## src/rtl/pipe_stage_reg.sv

```systemverilog
// Parametrised pipeline-stage register for the 5-stage ARM pipeline.
// Carries a payload with per-byte write lanes and a valid bit. Stall holds
// the contents and flush turns them into a bubble. A saturating stall-age
// counter reports how long the current valid payload has been held.

module pipe_stage_reg #(
    parameter int               WIDTH     = 64,
    parameter logic [WIDTH-1:0] RESET_VAL = '0,
    parameter int               CNT_W     = 4
) (
    input  logic               clk,
    input  logic               reset,
    input  logic [WIDTH-1:0]   dataIn,
    input  logic               validIn,
    input  logic [WIDTH/8-1:0] byteEn,
    input  logic               stall,
    input  logic               flush,
    output logic [WIDTH-1:0]   dataOut,
    output logic               validOut,
    output logic [CNT_W-1:0]   stallCnt
);

    localparam int               NUM_BYTES = WIDTH / 8;
    localparam logic [CNT_W-1:0] CNT_MAX   = '1;
    localparam logic [CNT_W-1:0] CNT_ONE   = CNT_W'(1);

    logic [WIDTH-1:0] r_data;
    logic             r_valid;
    logic [CNT_W-1:0] r_stallCnt;
    logic [WIDTH-1:0] w_mergedData;
    logic [CNT_W-1:0] w_stallCntInc;

    // Merge the enabled incoming byte lanes over the currently held payload
    always_comb begin
        w_mergedData = r_data;
        for (int k = 0; k < NUM_BYTES; k++) begin
            if (byteEn[k]) begin
                w_mergedData[k*8 +: 8] = dataIn[k*8 +: 8];
            end
        end
    end

    // The age counter advances only while a real instruction is held, and it stops at max
    always_comb begin
        w_stallCntInc = r_stallCnt;
        if (r_valid && (r_stallCnt != CNT_MAX)) begin
            w_stallCntInc = r_stallCnt + CNT_ONE;
        end
    end

    // Stage register: reset dominates, then flush beats stall, and stall beats load
    always_ff @(posedge clk or posedge reset) begin
        if (reset) begin
            r_data     <= RESET_VAL;
            r_valid    <= 1'b0;
            r_stallCnt <= '0;
        end else if (flush) begin
            r_data     <= RESET_VAL;
            r_valid    <= 1'b0;
            r_stallCnt <= '0;
        end else if (stall) begin
            r_stallCnt <= w_stallCntInc;
        end else begin
            r_data     <= w_mergedData;
            r_valid    <= validIn;
            r_stallCnt <= '0;
        end
    end

    assign dataOut  = r_data;
    assign validOut = r_valid;
    assign stallCnt = r_stallCnt;

endmodule
```

## config.mk

```make
export PLATFORM = sky130hd
export DESIGN_NAME = pipe_stage_reg
export DESIGN_NICKNAME = d
export VERILOG_FILES = /design/src/rtl/pipe_stage_reg.sv
export SDC_FILE = /design/constraint.sdc
export NUM_CORES = 1
export LEC_CHECK = 0
export ABC_CLOCK_PERIOD_IN_PS = 3450
export CORE_AREA = 2 2 86 88
export CTS_CLUSTER_DIAMETER = 80
export DETAILED_ROUTE_END_ITERATION = 7
export DIE_AREA = 0 0 88 90
export HOLD_SLACK_MARGIN = 0.15
export PLACE_DENSITY = 0.83
export SLEW_MARGIN = 15
export SYNTH_ARGS = -nofsm -noshare
export SYNTH_HDL_FRONTEND = slang
export SYNTH_SLANG_ARGS = --single-unit
```

## constraint.sdc

```tcl
create_clock -name clk -period 3.45 [get_ports clk]
set_clock_uncertainty 0.05 [all_clocks]
set_input_delay 0.69 -clock clk [delete_from_list [all_inputs] [get_ports clk]]
set_output_delay 0.69 -clock clk [all_outputs]
set_load 0.01 [all_outputs]
```

* Word-level counts from Yosys, hierarchy flattened
Cells that the tools add are included.
Widths: inputs -> output; s select.
** Cells by class
- $add $sub $neg :: 1
- Multipliers :: 0
- Div/mod/pow operators :: 0
- Order comparisons :: 0
- Equal/unequal tests :: 3
- Shift-type cells :: 0
- Muxes and demuxes :: 15
- Bitwise logic cells :: 0
- Reductions and logical operators :: 17
** Operators by type and width (count)
- $mux 64 :: 2
- $mux 8 :: 8
- $reduce_and 2->1 :: 8
- $reduce_bool 2->1 :: 8
- $mux 4 :: 3
- $add 4x1->4 const B :: 1
- $ne 4x4->1 const B :: 1
- $ne 3x1->1 const B :: 1
- $mux 1 :: 2
- $ne 2x1->1 const B :: 1
- $logic_and 1x1->1 :: 1
** Storage, ports and cells
- Flip-flop bits (word level) :: 69
- Bits in latches :: 0
- RAM bits :: 0
- Memory bits (read-only) :: 0
- Bits of input ports :: 77
- Output and inout bits :: 69
- Memories kept :: 0

* Logic depth before layout (Yosys ltp)
Gate-level depths: netlist of run 1.
- Depth in word-level cells :: 5
- Depth in mapped cells :: 5
- Gate-level depth less buffers :: 4

* Worst setup path after synthesis of run 1
No wires, ideal clock.
- Path kind :: input to register
- Start :: input stall
- End :: register r_data[48], in the netlist dataOut[48]
- Setup time :: 0.132 ns
- Data arrival time :: 1.313 ns
- Setup slack :: 1.956 ns
- Stages :: 5
- Cells stage by stage :: buf_4 > nor2b_2 > buf_6 > mux2i_1 > nor2_1
** Between the ends
- Longest elaborated chain between the ends :: 2
** Ends and longest elaborated chain
- start, declared :: line 16 : input logic stall,
- $ne 2x1->1 (no line)
- $reduce_and 2->1 (no line)
- end signal, assigned :: line 64 : r_data <= w_mergedData;
- end, declared :: line 27 : logic [WIDTH-1:0] r_data;
Every way passes these cells.
A chain may end at the register's enable or synchronous reset.

* Worst setup path after layout of run 1
- Start :: input stall
- End :: register r_data[56], in the netlist dataOut[56]
The elaborated chain is that of the path after synthesis.

==> results.sh, run 1 <==
export IMPL_start_kind="primary input"
export IMPL_cts_resized=0
export IMPL_grt_max_degree=45
export IMPL_final_area_um2=4580
export IMPL_cts_buffers=9
export IMPL_fin_ws_ps=1300
export IMPL_antennaDiodeCount=0
export IMPL_clk_latency_ps=320
export IMPL_cts_tree="yes"
export IMPL_wl_per_cell_um=14.0
export IMPL_max_cap_violations=0
export IMPL_dieArea_um2=7920
export IMPL_p_comb_frac=0.169
export IMPL_crit_path_start="stall"
export IMPL_synth_seq_cells=69
export IMPL_arrival_ps=2270
export IMPL_ant_nets=0
export IMPL_whs_path_depth=2
export IMPL_first_iter_violations=58
export IMPL_synth_nets=339
export IMPL_worst_pin_slew_ps=789
export IMPL_seqCellArea_um2=1730
export IMPL_grt_pass1_wl_um=11400
export IMPL_htree_levels=3
export IMPL_antenna_found_initial=0
export IMPL_max_freq_mhz=465
export IMPL_core_area_um2=7020
export IMPL_peakVddDrop_mv=0.189
export IMPL_dpl_worst_slack_ps=903
export IMPL_cts_setup_buffers=0
export IMPL_power_density_nw_per_um2=383
export IMPL_final_common_cell="clkdlybuf4s50_1"
export IMPL_hold_viol=0
export IMPL_p_sw_frac=0.237
export IMPL_r2r_setup_slack_ps=1980
export IMPL_hold_start="dataOut[3]$_DFFE_PP0P_"
export IMPL_intPower_uw=1340
export IMPL_power_frac_seq=0.494
export IMPL_io_buffer_count=145
export IMPL_dieWidth_um=88
export IMPL_grt_usage=0.183
export IMPL_routed_via_density=4.63
export IMPL_placementRows=31
export IMPL_final_layout_size_suffix_gt1_frac=0.0568
export IMPL_layout_nets=479
export IMPL_r2r_end="stallCnt[0]$_DFFE_PP0P_"
export IMPL_ys_types=25
export IMPL_fin_tns_setup_ps=0
export IMPL_dp_hpwl_um=5130
export IMPL_synth_area_per_cell_um2=11.2
export IMPL_timing_rr_start="stallCnt[0]$_DFFE_PP0P_"
export IMPL_gp_congestion=0.747
export IMPL_min_period_over_period=0.623
export IMPL_switching_power_uw=414
export IMPL_gr_total_overflow=0
export IMPL_pwr_share_clk=0.337
export IMPL_yosysWarnings=0
export IMPL_final_cell_mix="clkdlybuf4s50_1, dfrtp_1, mux2i_1, nor2_1, nand2_1"
export IMPL_cp_data_required_time_ps=3570
export IMPL_n_fill_cell=579
export IMPL_synth_top_area_frac=0.588
export IMPL_root_buffer="clkbuf_8"
export IMPL_route_vias_total=2332
export IMPL_final_max_slew_viol_count=0
export IMPL_end_kind="flop"
export IMPL_initial_core_util=0.418
export IMPL_dp_cells=489
export IMPL_critPathMaxFanout=12
export IMPL_clkTransAtPathRegs_ps=70
export IMPL_drc_errors=0
export IMPL_placed_area_um2=4400
export IMPL_status="completed"
export IMPL_synthCells=261
export IMPL_multi_input_area_um2=1060
export IMPL_die_h_um=90
export IMPL_grt_pass1_vias=2430
export IMPL_cts_sinks=69
export IMPL_p_leak_uw=0.00209
export IMPL_setup_viol=0
export IMPL_synth_area_leaders="dfrtp_1, mux2i_1, nor2_1, nand2_1, a21oi_1"
export IMPL_wirelength_um=7060
export IMPL_clockBufferDepth=2
export IMPL_area_delta_synth_final_pct=56.0
export IMPL_firstDrtPassIters=4
export IMPL_worstSetupPathType="primary input to flop"
export IMPL_hold_path_end="dataOut[3]$_DFFE_PP0P_"
export IMPL_yosys_area_top_type="dfrtp_1"
export IMPL_rsz0062_at_grt="false"
export IMPL_min_path_type="flop to flop"
export IMPL_fin_cells=504
export IMPL_reg2reg_depth=4
export IMPL_slew_headroom=0.474
export IMPL_seq_area_frac_synth=0.588
export IMPL_io_pins=146
export IMPL_syn_area_um2=2930
export IMPL_fin_crit_ps=2150
export IMPL_ctsHoldBuffers=0
## power by group through the flow
stage / registers (uW) / clock network (uW) / logic, uW
2_1_floorplan: 895 / 0 / 110
3_3_place_gp: 879 / 0 / 295
3_5_place_dp: 880 / 0 / 300
4_1_cts: 866 / 604 / 301
5_1_grt: 870 / 639 / 322
6_report: 865 / 591 / 296
## logic make-up (layout without fill, tap and decap cells)
kind of cell | Yosys count | count (layout) | share of synthesized area
adder cells (fa/ha/maj) | 1 | 1 | 0.00426
buffers and inverters | 21 | 165 | 0.0490
flip-flops | 69 | 69 | 0.588
AND/OR/NAND/NOR | 99 | 99 | 0.153
multiplexers | 49 | 49 | 0.167
AO/OA/AOI/OAI | 22 | 22 | 0.0384
## synthesized netlist by cell type
cell type  instances
a211oi_1           1
a21oi_1           19
and3_1             1
and4_1             1
buf_1              2
buf_2              4
buf_4              1
buf_6              3
buf_8              3
clkbuf_1           5
dfrtp_1           69
ha_1               1
inv_1              3
mux2i_1           49
nand2_1           32
nand2b_1           3
nand2b_4           3
nand3b_1           1
nand4_1            1
nor2_1            49
nor2b_1            2
nor2b_2            3
nor3_1             2
o21ai_0            2
or3_1              1
## metrics by stage
stage          total power [uW]  hold slack, ps  utilization
5_1_grt                    1830             492        0.652
3_5_place_dp               1180             462        0.627
6_report                   1750             473        0.652
2_1_floorplan              1000             505            -
4_1_cts                    1770             479        0.652
3_3_place_gp               1170             453        0.627
## worst max-delay path by stage
stage | to | slack, ps
6_report | dataOut[56]$_DFFE_PP0P_ | 1300
5_1_grt | dataOut[53]$_DFFE_PP0P_ | 1130
4_1_cts | dataOut[54]$_DFFE_PP0P_ | 1260
3_5_place_dp | dataOut[55]$_DFFE_PP0P_ | 900
3_3_place_gp | dataOut[6]$_DFFE_PP0P_ | 970
2_1_floorplan | dataOut[0]$_DFFE_PP0P_ | 970
## per-layer routing
| layer | vias to the layer above | global-route usage | share of wire |
|---|---|---|---|
| li1 | 1129 | - | - |
| met1 | 1094 | 0.217 | 0.42 |
| met2 | 97 | 0.311 | 0.49 |
| met3 | 12 | 0.0468 | 0.072 |
| met4 | 0 | 0.0731 | 0.020 |
| met5 | - | 0 | 0 |
## critical path, stage by stage
cell and delay [ps]:
clkdlybuf4s50_1 710, nor2b_2 560, mux2i_1 250, nor2_1 60
## sequential cells by signal, indices dropped and copies added, names as in the netlist
name	flops
stallCnt	4
validOut	1
dataOut	64
## area by class of cell
class | instances | area share
sequential | 69 | 0.377
inverter | 3 | 0.00246
clock buffer | 14 | 0.0377
tap | 99 | 0.0271
clock inverter | 1 | 0.00109
timing repair buffer | 147 | 0.322
multi-input combinational | 171 | 0.232
Power figures use the tool's default switching activity.
==> run 2, diff against run 1 <==
ABC_CLOCK_PERIOD_IN_PS = 1750   (was 3450)
CORE_AREA = 2 2 94 96   (was 2 2 86 88)
DIE_AREA = 0 0 96 98   (was 0 0 88 90)
PLACE_DENSITY = 0.74   (was 0.83)
clock period = 1.75 ns   (was 3.45 ns; I/O delays follow)
==> results.sh, run 2 (synthesized netlist as in run 1, its figures left out) <==
export IMPL_gr_total_overflow=0
export IMPL_io_buffer_count=145
export IMPL_cp_data_required_time_ps=1350
export IMPL_fin_tns_setup_ps=0
export IMPL_final_max_slew_viol_count=0
export IMPL_intPower_uw=2980
export IMPL_cpPeakStageDelay_ps=560
export IMPL_htree_levels=3
export IMPL_arrival_ps=1300
export IMPL_clk_latency_ps=340
export IMPL_p_leak_uw=0.00219
export IMPL_power_frac_seq=0.439
export IMPL_cts_buffers=9
export IMPL_critPathMaxFanout=4
export IMPL_worst_pin_slew_ps=415
export IMPL_worstSetupPathType="flop to primary output"
export IMPL_reg2reg_depth=5
export IMPL_p_comb_frac=0.158
export IMPL_p_sw_frac=0.231
export IMPL_cp_num_cells=1
export IMPL_cp_top_family="buffers and inverters"
export IMPL_fin_ws_ps=45.1
export IMPL_dieArea_um2=9410
export IMPL_first_iter_violations=50
export IMPL_whs_path_depth=3
export IMPL_power_density_nw_per_um2=811
export IMPL_slowest_stage="clkdlybuf4s50_1"
export IMPL_crit_path_start="stallCnt[2]$_DFFE_PP0P_"
export IMPL_switching_power_uw=897
export IMPL_gp_congestion=0.722
export IMPL_ant_nets=0
export IMPL_n_fill_cell=745
export IMPL_pwr_share_clk=0.403
export IMPL_initial_core_util=0.347
export IMPL_root_buffer="clkbuf_8"
export IMPL_area_delta_synth_final_pct=63.1
export IMPL_cts_sinks=69
export IMPL_route_vias_total=2405
export IMPL_max_freq_mhz=587
export IMPL_clkTransAtPathRegs_ps=80
export IMPL_grt_usage=0.161
export IMPL_drc_errors=0
export IMPL_grt_pass1_vias=2466
export IMPL_end_kind="primary output"
export IMPL_wirelength_um=7320
export IMPL_dpl_worst_slack_ps=25.3
export IMPL_fin_crit_ps=1700
export IMPL_setup_viol=0
export IMPL_firstDrtPassIters=4
export IMPL_dp_hpwl_um=5350
export IMPL_final_cell_mix="clkdlybuf4s50_1, dfrtp_1, mux2i_1, nor2_1, nand2_1"
export IMPL_cts_tree="yes"
export IMPL_critPathBufInv=1
export IMPL_min_period_over_period=0.974
export IMPL_clockBufferDepth=2
export IMPL_rsz0062_at_grt="false"
export IMPL_grt_pass1_wl_um=11800
export IMPL_antennaDiodeCount=0
export IMPL_routed_via_density=4.57
export IMPL_layout_nets=491
export IMPL_max_cap_violations=0
export IMPL_dieWidth_um=96
export IMPL_start_kind="flop"
export IMPL_worstPathCellList="clkdlybuf4s50_1"
export IMPL_ctsHoldBuffers=0
export IMPL_largest_reg_flops=64
export IMPL_hold_start="flush"
export IMPL_core_area_um2=8470
export IMPL_slew_headroom=0.723
export IMPL_placementRows=34
export IMPL_io_pins=146
export IMPL_min_path_type="primary input to flop"
export IMPL_peakVddDrop_mv=0.340
export IMPL_antenna_found_initial=0
export IMPL_final_layout_size_suffix_gt1_frac=0.0909
export IMPL_timing_rr_start="stallCnt[0]$_DFFE_PP0P_"
export IMPL_die_h_um=98
export IMPL_status="completed"
export IMPL_wl_per_cell_um=13.9
export IMPL_grt_max_degree=38
export IMPL_hold_viol=0
export IMPL_final_common_cell="clkdlybuf4s50_1"
==> run 2: per-stage QoR <==
| step | power [uW] | instances | hold slack [ps] | instance area (um2) | utilization |
|---|---|---|---|---|---|
| global route | 4060 | 526 | 380 | 4780 | 0.565 |
| CTS | 3940 | 524 | 333 | 4770 | 0.563 |
| global placement | 2350 | 508 | 457 | 4530 | 0.535 |
| floorplan | 1980 | 261 | 431 | 2940 | - |
| finish | 3880 | 526 | 341 | 4780 | 0.565 |
| detailed placement | 2360 | 508 | 463 | 4530 | 0.535 |
==> run 2: power by group through the flow <==
stage               Combinational (uW)  Clock (uW)  Sequential [uW]
detailed placement                 623           0             1730
global route                       670        1680             1710
floorplan                          218           0             1760
global placement                   613           0             1730
finish                             615        1560             1700
CTS                                626        1610             1700
==> run 2: layout make-up <==
type | instances | area, um2 | share of cell area
Tap cell | 108 | 135 | 0.0282
Inverter | 3 | 15.0 | 0.00314
Clock buffer | 10 | 128 | 0.0267
Clock inverter | 6 | 111 | 0.0233
Multi-Input combinational cell | 171 | 1060 | 0.222
Sequential cell | 69 | 1730 | 0.361
Timing Repair Buffer | 159 | 1600 | 0.335
==> run 2: timing repair <==
action                     CTS  global route
resized for setup            1             1
pin swaps                    0             0
setup endpoints to repair    1             3
buffers inserted             0             2
==> run 2: metal layers <==
layer / routed length (um) / track usage / vias up
li1: - / - / 1162
met3: 599 / 0.0525 / 10
met2: 3420 / 0.255 / 97
met5: 0 / 0 / -
met4: 118 / 0.0560 / 0
met1: 3170 / 0.205 / 1136
==> run 2: final timing paths <==
| check | slack (ps) | endpoint |
|---|---|---|
| setup / recovery | 50 | stallCnt[2] |
| hold / removal | 340 | stallCnt[0]$_DFFE_PP0P_ |
| setup reg to reg | 180 | stallCnt[0]$_DFFE_PP0P_ |
| hold reg to reg | 470 | dataOut[37]$_DFFE_PP0P_ |
| max in group asynchronous | 860 | validOut$_DFFE_PP0P_ |
| min in group asynchronous | 370 | dataOut[62]$_DFFE_PP0P_ |
